==> src/rtl/io_device.sv <==
// Tape reader/puncher adapter: buffers host codes and sends them over the 4-phase
// input handshake, and acknowledges and buffers codes arriving on the output handshake.

module io_device_fifo #(
    parameter int AW = 4
) (
    input  logic          clk,
    input  logic          rst_n,
    input  logic          push,
    input  logic [4:0]    push_data,
    input  logic          pop,
    output logic [4:0]    head,
    output logic [AW:0]   level,
    output logic          full
);

    localparam logic [AW:0] DEPTH = {1'b1, {AW{1'b0}}};

    logic [4:0]    mem_q [2**AW];
    logic [AW-1:0] wr_ptr_q, wr_ptr_d;
    logic [AW-1:0] rd_ptr_q, rd_ptr_d;
    logic [AW:0]   level_q, level_d;
    logic          push_ok;
    logic          pop_ok;

    assign full    = (level_q == DEPTH);
    assign level   = level_q;
    assign head    = mem_q[rd_ptr_q];
    assign push_ok = push && !full;
    assign pop_ok  = pop && (level_q != '0);

    always_comb begin
        wr_ptr_d = wr_ptr_q;
        rd_ptr_d = rd_ptr_q;
        level_d  = level_q;
        if (push_ok) wr_ptr_d = wr_ptr_q + AW'(1);
        if (pop_ok)  rd_ptr_d = rd_ptr_q + AW'(1);
        case ({push_ok, pop_ok})
            2'b10:   level_d = level_q + (AW+1)'(1);
            2'b01:   level_d = level_q - (AW+1)'(1);
            default: level_d = level_q;
        endcase
    end

    always_ff @(posedge clk or negedge rst_n) begin
        if (!rst_n) begin
            wr_ptr_q <= '0;
            rd_ptr_q <= '0;
            level_q  <= '0;
        end else begin
            wr_ptr_q <= wr_ptr_d;
            rd_ptr_q <= rd_ptr_d;
            level_q  <= level_d;
        end
    end

    // Storage needs no reset: nothing reads an entry before it is written.
    always_ff @(posedge clk) begin
        if (push_ok) mem_q[wr_ptr_q] <= push_data;
    end

endmodule

// state      | meaning
// TX_IDLE    | waiting for a queued code while the reader is enabled
// TX_RDY     | rdy high with code, waiting for ack
// TX_WAIT    | rdy low, waiting for ack to drop
// TX_GAP_ST  | reader-speed idle gap before the next code
// RX_IDLE    | waiting for rdy with room in the output FIFO
// RX_DLY     | punch latency countdown before ack
// RX_ACK     | code stored, ack high until rdy drops
module io_device #(
    parameter int TX_AW     = 4,
    parameter int RX_AW     = 4,
    parameter int TX_GAP    = 2,
    parameter int ACK_DELAY = 1
) (
    input  logic             clk,
    input  logic             resetn,
    input  logic             tx_valid,
    output logic             tx_ready,
    input  logic [4:0]       tx_data,
    output logic [TX_AW:0]   tx_level,
    input  logic             reader_enable,
    output logic             input_rdy_to_io,
    input  logic             input_ack_from_io,
    output logic [4:0]       input_data_to_io,
    input  logic             output_rdy_from_io,
    output logic             output_ack_to_io,
    input  logic [4:0]       output_data_from_io,
    output logic             rx_valid,
    input  logic             rx_ready,
    output logic [4:0]       rx_data,
    output logic [RX_AW:0]   rx_level
);

    localparam logic [7:0] GAP_LOAD = 8'(TX_GAP);
    localparam logic [7:0] DLY_LOAD = 8'(ACK_DELAY);

    typedef enum logic [3:0] {
        TX_IDLE   = 4'b0001,
        TX_RDY    = 4'b0010,
        TX_WAIT   = 4'b0100,
        TX_GAP_ST = 4'b1000
    } tx_state_t;

    typedef enum logic [2:0] {
        RX_IDLE = 3'b001,
        RX_DLY  = 3'b010,
        RX_ACK  = 3'b100
    } rx_state_t;

    tx_state_t  tx_state_q, tx_state_d;
    logic       tx_rdy_q, tx_rdy_d;
    logic [4:0] tx_code_q, tx_code_d;
    logic [7:0] gap_cnt_q, gap_cnt_d;
    logic       tx_pop;
    logic       tx_full;
    logic [4:0] tx_head;

    rx_state_t  rx_state_q, rx_state_d;
    logic       rx_ack_q, rx_ack_d;
    logic [7:0] dly_cnt_q, dly_cnt_d;
    logic       rx_push;
    logic       rx_full;
    logic [4:0] rx_head;

    io_device_fifo #(.AW(TX_AW)) u_tx_fifo (
        .clk       (clk),
        .rst_n     (resetn),
        .push      (tx_valid),
        .push_data (tx_data),
        .pop       (tx_pop),
        .head      (tx_head),
        .level     (tx_level),
        .full      (tx_full)
    );

    io_device_fifo #(.AW(RX_AW)) u_rx_fifo (
        .clk       (clk),
        .rst_n     (resetn),
        .push      (rx_push),
        .push_data (output_data_from_io),
        .pop       (rx_ready),
        .head      (rx_head),
        .level     (rx_level),
        .full      (rx_full)
    );

    assign tx_ready         = !tx_full;
    assign rx_valid         = (rx_level != '0);
    assign rx_data          = rx_valid ? rx_head : 5'd0;
    assign input_rdy_to_io  = tx_rdy_q;
    assign input_data_to_io = tx_code_q;
    assign output_ack_to_io = rx_ack_q;

    always_comb begin
        tx_state_d = tx_state_q;
        tx_rdy_d   = tx_rdy_q;
        tx_code_d  = tx_code_q;
        gap_cnt_d  = gap_cnt_q;
        tx_pop     = 1'b0;
        case (tx_state_q)
            TX_IDLE: begin
                if (reader_enable && (tx_level != '0)) begin
                    tx_pop     = 1'b1;
                    tx_code_d  = tx_head;
                    tx_rdy_d   = 1'b1;
                    tx_state_d = TX_RDY;
                end
            end
            TX_RDY: begin
                if (input_ack_from_io) begin
                    tx_rdy_d   = 1'b0;
                    tx_state_d = TX_WAIT;
                end
            end
            TX_WAIT: begin
                if (!input_ack_from_io) begin
                    gap_cnt_d  = GAP_LOAD;
                    tx_state_d = TX_GAP_ST;
                end
            end
            TX_GAP_ST: begin
                if (gap_cnt_q == 8'd0) tx_state_d = TX_IDLE;
                else                   gap_cnt_d  = gap_cnt_q - 8'd1;
            end
            default: begin
                tx_rdy_d   = 1'b0;
                tx_state_d = TX_IDLE;
            end
        endcase
    end

    // Only entered with room in the FIFO, so the push in RX_DLY is never lost.
    always_comb begin
        rx_state_d = rx_state_q;
        rx_ack_d   = rx_ack_q;
        dly_cnt_d  = dly_cnt_q;
        rx_push    = 1'b0;
        case (rx_state_q)
            RX_IDLE: begin
                if (output_rdy_from_io && !rx_full) begin
                    dly_cnt_d  = DLY_LOAD;
                    rx_state_d = RX_DLY;
                end
            end
            RX_DLY: begin
                if (dly_cnt_q == 8'd0) begin
                    rx_push    = 1'b1;
                    rx_ack_d   = 1'b1;
                    rx_state_d = RX_ACK;
                end else begin
                    dly_cnt_d  = dly_cnt_q - 8'd1;
                end
            end
            RX_ACK: begin
                if (!output_rdy_from_io) begin
                    rx_ack_d   = 1'b0;
                    rx_state_d = RX_IDLE;
                end
            end
            default: begin
                rx_ack_d   = 1'b0;
                rx_state_d = RX_IDLE;
            end
        endcase
    end

    always_ff @(posedge clk or negedge resetn) begin
        if (!resetn) begin
            tx_state_q <= TX_IDLE;
            tx_rdy_q   <= 1'b0;
            tx_code_q  <= 5'd0;
            gap_cnt_q  <= 8'd0;
            rx_state_q <= RX_IDLE;
            rx_ack_q   <= 1'b0;
            dly_cnt_q  <= 8'd0;
        end else begin
            tx_state_q <= tx_state_d;
            tx_rdy_q   <= tx_rdy_d;
            tx_code_q  <= tx_code_d;
            gap_cnt_q  <= gap_cnt_d;
            rx_state_q <= rx_state_d;
            rx_ack_q   <= rx_ack_d;
            dly_cnt_q  <= dly_cnt_d;
        end
    end

endmodule

==> config.mk <==
export PLATFORM = sky130hd
export DESIGN_NAME = io_device
export DESIGN_NICKNAME = d
export VERILOG_FILES = /design/src/rtl/io_device.sv
export SDC_FILE = /design/constraint.sdc
export NUM_CORES = 1
export LEC_CHECK = 0
export ABC_CLOCK_PERIOD_IN_PS = 5600
export CORE_AREA = 5 5 137 139
export CTS_CLUSTER_SIZE = 25
export DETAILED_ROUTE_END_ITERATION = 10
export DIE_AREA = 0 0 142 144
export PLACE_DENSITY = 0.72
export SYNTH_ARGS = -nofsm -noshare
export SYNTH_HDL_FRONTEND = slang
export SYNTH_SLANG_ARGS = --single-unit
export TNS_END_PERCENT = 5
==> constraint.sdc <==
create_clock -name clk -period 5.6 [get_ports clk]
set_clock_uncertainty 0.05 [all_clocks]
set_input_delay 1.12 -clock clk [delete_from_list [all_inputs] [get_ports clk]]
set_output_delay 1.12 -clock clk [all_outputs]
set_load 0.005 [all_outputs]
After elaboration in Yosys (flattened, before gate mapping)
Memory sizes are Yosys's and may differ from the RTL's. A register that Yosys moved wholly into a read port is not among the register bits.
Cells that the tools add are included.

word-level totals
  bits in registers = 51
  bits in latches = 0
  RAM bits = 160
  bits in read-only memories = 0
  input bits = 17
  output and inout port bits = 24
  word-level logic and storage cells = 105
  memories kept = 2

operators by class
  add/subtract/negate cells = 10
  $mul = 0
  divide/modulo/power cells = 0
  order comparisons = 0
  equal/unequal tests = 22
  shifts and indexed selects = 0
  muxes and demuxes = 32
  bitwise logic cells = 2
  reductions and logical operators = 25

memories
  memory           depth  width  read ports  clocked after memory_dff  wr ports  line  text
  u_rx_fifo.mem_q  16     5      1           0                         1         19    logic [4:0] mem_q [2**AW];
  u_tx_fifo.mem_q  16     5      1           1                         1         19

operators by type and width
  cell                 count
  $mux 8               4
  $pmux 8 s2           2
  $pmux 5 s2           2
  $ne 2x2->1 const B   9
  $add 4x1->4 const B  4
  $logic_not 8->1      2
  $mux 4               4
  $pmux 4 s4           1
  $sub 8x1->8 const B  2
  $reduce_and 3->1     5
  $mux 1               12
  $add 5x1->5 const B  2
  $eq 5x5->1 const B   2
  $reduce_bool 5->1    2
  $sub 5x1->5 const B  2
  $mux 3               3
  $pmux 3 s3           1
  $reduce_bool 2->1    4
  $logic_and 1x1->1    6
  $pmux 1 s3           2
  $mux 5               1
  $eq 2x1->1 const B   2
  $eq 2x2->1 const B   2
  $eq 4x1->1 const B   1
  11 further kinds     14

Depth between registers and ports, before layout
  word-level depth = 7
  mapped depth = 12
  depth with buffers taken out = 12

Cells and area by module
Synthesis repeated with hierarchy kept, for this count alone.

second synthesis, totals
  cell total of the unflattened synthesis = 630
  area total of the unflattened synthesis = 9442.8 µm²

by module, submodules not included
  module          times used  cells an instance  area each (µm²)
  io_device_fifo  2           231                3898.7
  io_device       1           168                1645.3

Worst setup path after synthesis
No wires, ideal clock.

  path type = input -> register
  start = input port tx_valid
  end = register u_tx_fifo.level_q[4], in the netlist u_tx_fifo.level[4]
  arrival = 2.949 ns
  slack = 2.522 ns
  stages on the path = 8
  cell sequence = a21boi_1 -> inv_1 -> ha_1 -> fa_1 -> a21o_1 -> a21oi_1 -> mux2i_1 -> xnor2_1

on the way
  longest elaborated chain between the ends = 3

RTL lines
  item                                                    line  text
  from (decl)                                             80    input logic tx_valid,
  $logic_and 1x1->1 (*)                                   29    assign push_ok = push && !full;
  $eq 2x1->1 / $eq 2x2->1 (equally long branches)         38    case ({push_ok, pop_ok})
  $pmux 5 s2 / $reduce_bool 2->1 (equally long branches)  --
  to (signal assigned)                                    53    level_q <= level_d;
  to (decl)                                               22    logic [AW:0] level_q, level_d;

Mark *: on every way between the ends. The rest lies on a longest branch, timed or not.
A chain may end at the register's enable or synchronous reset.

Final worst setup path
  start = register u_rx_fifo.rd_ptr_q[1]
  end = output port rx_data[1]

on the way
  longest elaborated chain between the ends = 2

RTL lines
  item                    line  text
  from (decl)             21    logic [AW-1:0] rd_ptr_q, rd_ptr_d;
  from (signal assigned)  52    rd_ptr_q <= rd_ptr_d;
  $mem_v2 16x5            --
  $mux 5                  152   assign rx_data = rx_valid ? rx_head : 5'd0;
  to (decl)               93    output logic [4:0] rx_data,

No other way between the ends.

==> results_dict.tcl <==
set metrics [dict create \
    ant_nets 0 \
    rrSetupSlack_ns 1.95 \
    synth_warnings 0 \
    grt_pass1_vias 5375 \
    slew_headroom 0.241 \
    cts_tree "yes" \
    yosys.area.top_type "edfxtp_1" \
    clockRootBuffer "clkbuf_16" \
    grt_usage 0.179 \
    cpLargestDelayFamily "flip-flops" \
    finalMaxSlewViolations 0 \
    syn2layout_area_growth_pct 14.8 \
    synth_top_area_share 0.517 \
    start_kind "register" \
    slowest_delay_ns 1.02 \
    fillers 1320 \
    num_rows 49 \
    end_kind "output port" \
    crit_type "reg2out" \
    period_needed_ns 4.00 \
    fin_nets 667 \
    hp-start "gap_cnt_q[4]" \
    io_buffers 40 \
    cp.buffers_inverters 1 \
    gp_congestion 0.767 \
    multiInputGateArea_um2 2930 \
    grt_max_degree 57 \
    diodes 0 \
    yosys.cell_count.top_type "edfxtp_1" \
    routed-via-count 5152 \
    vias_per_cell 5.91 \
    fin_setup_tns_ns 0 \
    gr-total-overflow 0 \
    drt_pass1_iterations 5 \
    fin_ws_ns 1.60 \
    wire_per_inst_um 20.2 \
    required_ns 4.43 \
    ctsHtreeMaxLevel 1 \
    hold_violations 0 \
    ioPinCount 41 \
    report.final.setup_viol 0 \
    critPathLaunch "u_rx_fifo.rd_ptr_q[1]" \
    drc 0 \
    stdcell_area_um2 10700 \
    syn-cell-area_um2 9300 \
    cts.sinks 216 \
    dp.cells 832 \
    max-cap-violations 0 \
    netlist_instances 574 \
    grt_pass1_wl_um 28800 \
    outcome "finished clean" \
    antenna_found_initial 0 \
    cts_inserted_buffers 22 \
    yosysSeqAreaShare 0.668 \
    regArea_um2 6210 \
    max_freq_mhz 250 \
    final_cell_count_no_fill 872 \
    p_leak_uw 0.00379 \
    die_h_um 144 \
    worst-path-max-fanout 23 \
    synthTopCellsByCount "edfxtp_1, dfrtp_1, mux4_2" \
    dp_slack_ns 1.83 \
    hp-class "reg2reg" \
    r2r_start "dly_cnt_q[0]" \
    rsz0062_at_grt "no" \
    synth_cell_types 55 \
    start_util 0.530 \
    postCtsResizedCells 0 \
    power_uw 5300 \
    synth_flop_cell "edfxtp_1" \
    drive_gt1_frac 0.170 \
    dpl-instance-area_um2 9980 \
    ys_ff_latch 216 \
    drtIter0Drc 324 \
    syn_avg_cell_area_um2 16.2 \
    crit_chain "mux4_2 > mux2i_1 > o22ai_1 > clkdlybuf4s50_1" \
    clkLatencyLatePin_ns 0.51 \
    hpwl_um 11700 \
    synth_enable_flop_cells 160 \
    cts_hold_buf 0 \
    die_x_um 142 \
    synthArstFlopShare 0.259 \
    fin_crit_sh 0.715 \
    dieArea_um2 20400 \
    core_um2 17500 \
    postRouteWirelength_um 17600 \
    clk_pin_slew_ns 0.06 \
    max_slew.worst_pin.slew_ns 1.13 \
    synth_area_leaders "edfxtp_1, dfrtp_1, mux4_2" \
    critPathSlowestCell "dfrtp_1" \
    syn_nets 614 \
    arrival_ns 2.83 \
    ir_drop_uv 242 \
    powerDensity_nw_per_um2 497 \
    postCtsSetupBuffers 0 \
    cts.path.max_buffers 3 \
]
through the flow:
step | utilization | hold WS, ns
floorplan | - | 0.396
global placement | 0.569 | 0.421
detailed placement | 0.569 | 0.421
CTS | 0.609 | 0.436
global route | 0.609 | 0.448
finish | 0.609 | 0.432
state kept, by name (all words and copies together) (netlist names):
register	count
input_data_to_io	5
u_rx_fifo.rd_ptr_q	4
dly_cnt_q	8
u_rx_fifo.wr_ptr_q	4
u_tx_fifo.level	5
gap_cnt_q	8
u_tx_fifo.rd_ptr_q	4
u_tx_fifo.wr_ptr_q	4
u_tx_fifo.mem_q	80
tx_state_q	4
u_rx_fifo.mem_q	80
output_ack_to_io	1
u_rx_fifo.level	5
rx_state_q	3
input_rdy_to_io	1
path summary, 6_finish.rpt:
path	end	cells past startpoint
min	gap_cnt_q[4]	1
min reg2reg	gap_cnt_q[4]	1
min in group asynchronous	gap_cnt_q[6]	2
max reg2reg	u_rx_fifo.level[4]	12
max	rx_data[1]	4
max in group asynchronous	u_tx_fifo.rd_ptr_q[2]	2
cell type report:
cell class / instances / area share
sequential: 216 / 0.582
multi-input combinational: 316 / 0.274
clock buffer: 27 / 0.0533
timing repair buffer: 51 / 0.0448
tap: 229 / 0.0268
clock inverter: 13 / 0.0122
inverter: 20 / 0.00703
report_power, final:
| group | switching (uW) | internal (uW) |
|---|---|---|
| combinational | 739 | 873 |
| clock | 587 | 821 |
| sequential | 328 | 1960 |
logic make-up after synthesis:
kind of cell | after synthesis | synth area share
flip-flops | 216 | 0.668
AND/OR/NAND/NOR | 129 | 0.0801
multiplexers | 74 | 0.135
buffers and inverters | 42 | 0.0178
adder cells (fa/ha/maj) | 23 | 0.0326
AO/OA/AOI/OAI | 68 | 0.0459
XOR/XNOR | 22 | 0.0207
layer usage:
layer / share of wire / vias up / GRT usage / wire length (um)
met3: 0.042 / 28 / 0.0298 / 734
met4: 0.023 / 0 / 0.0530 / 398
met2: 0.51 / 126 / 0.303 / 8910
met5: 0 / - / 0 / 0
li1: - / 2353 / - / -
met1: 0.43 / 2645 / 0.242 / 7590
cells in the final DEF (no fill, tap or decap), drive strengths merged, types with 20 or more instances in the layout:
master         count
mux4              40
ha                21
dfrtp             54
inv               20
mux2i             22
edfxtp           160
nand2             25
clkbuf            27
clkdlybuf4s50     39
nor2              23
a21oi             20
No activity file was read; power rests on OpenSTA's default activity.
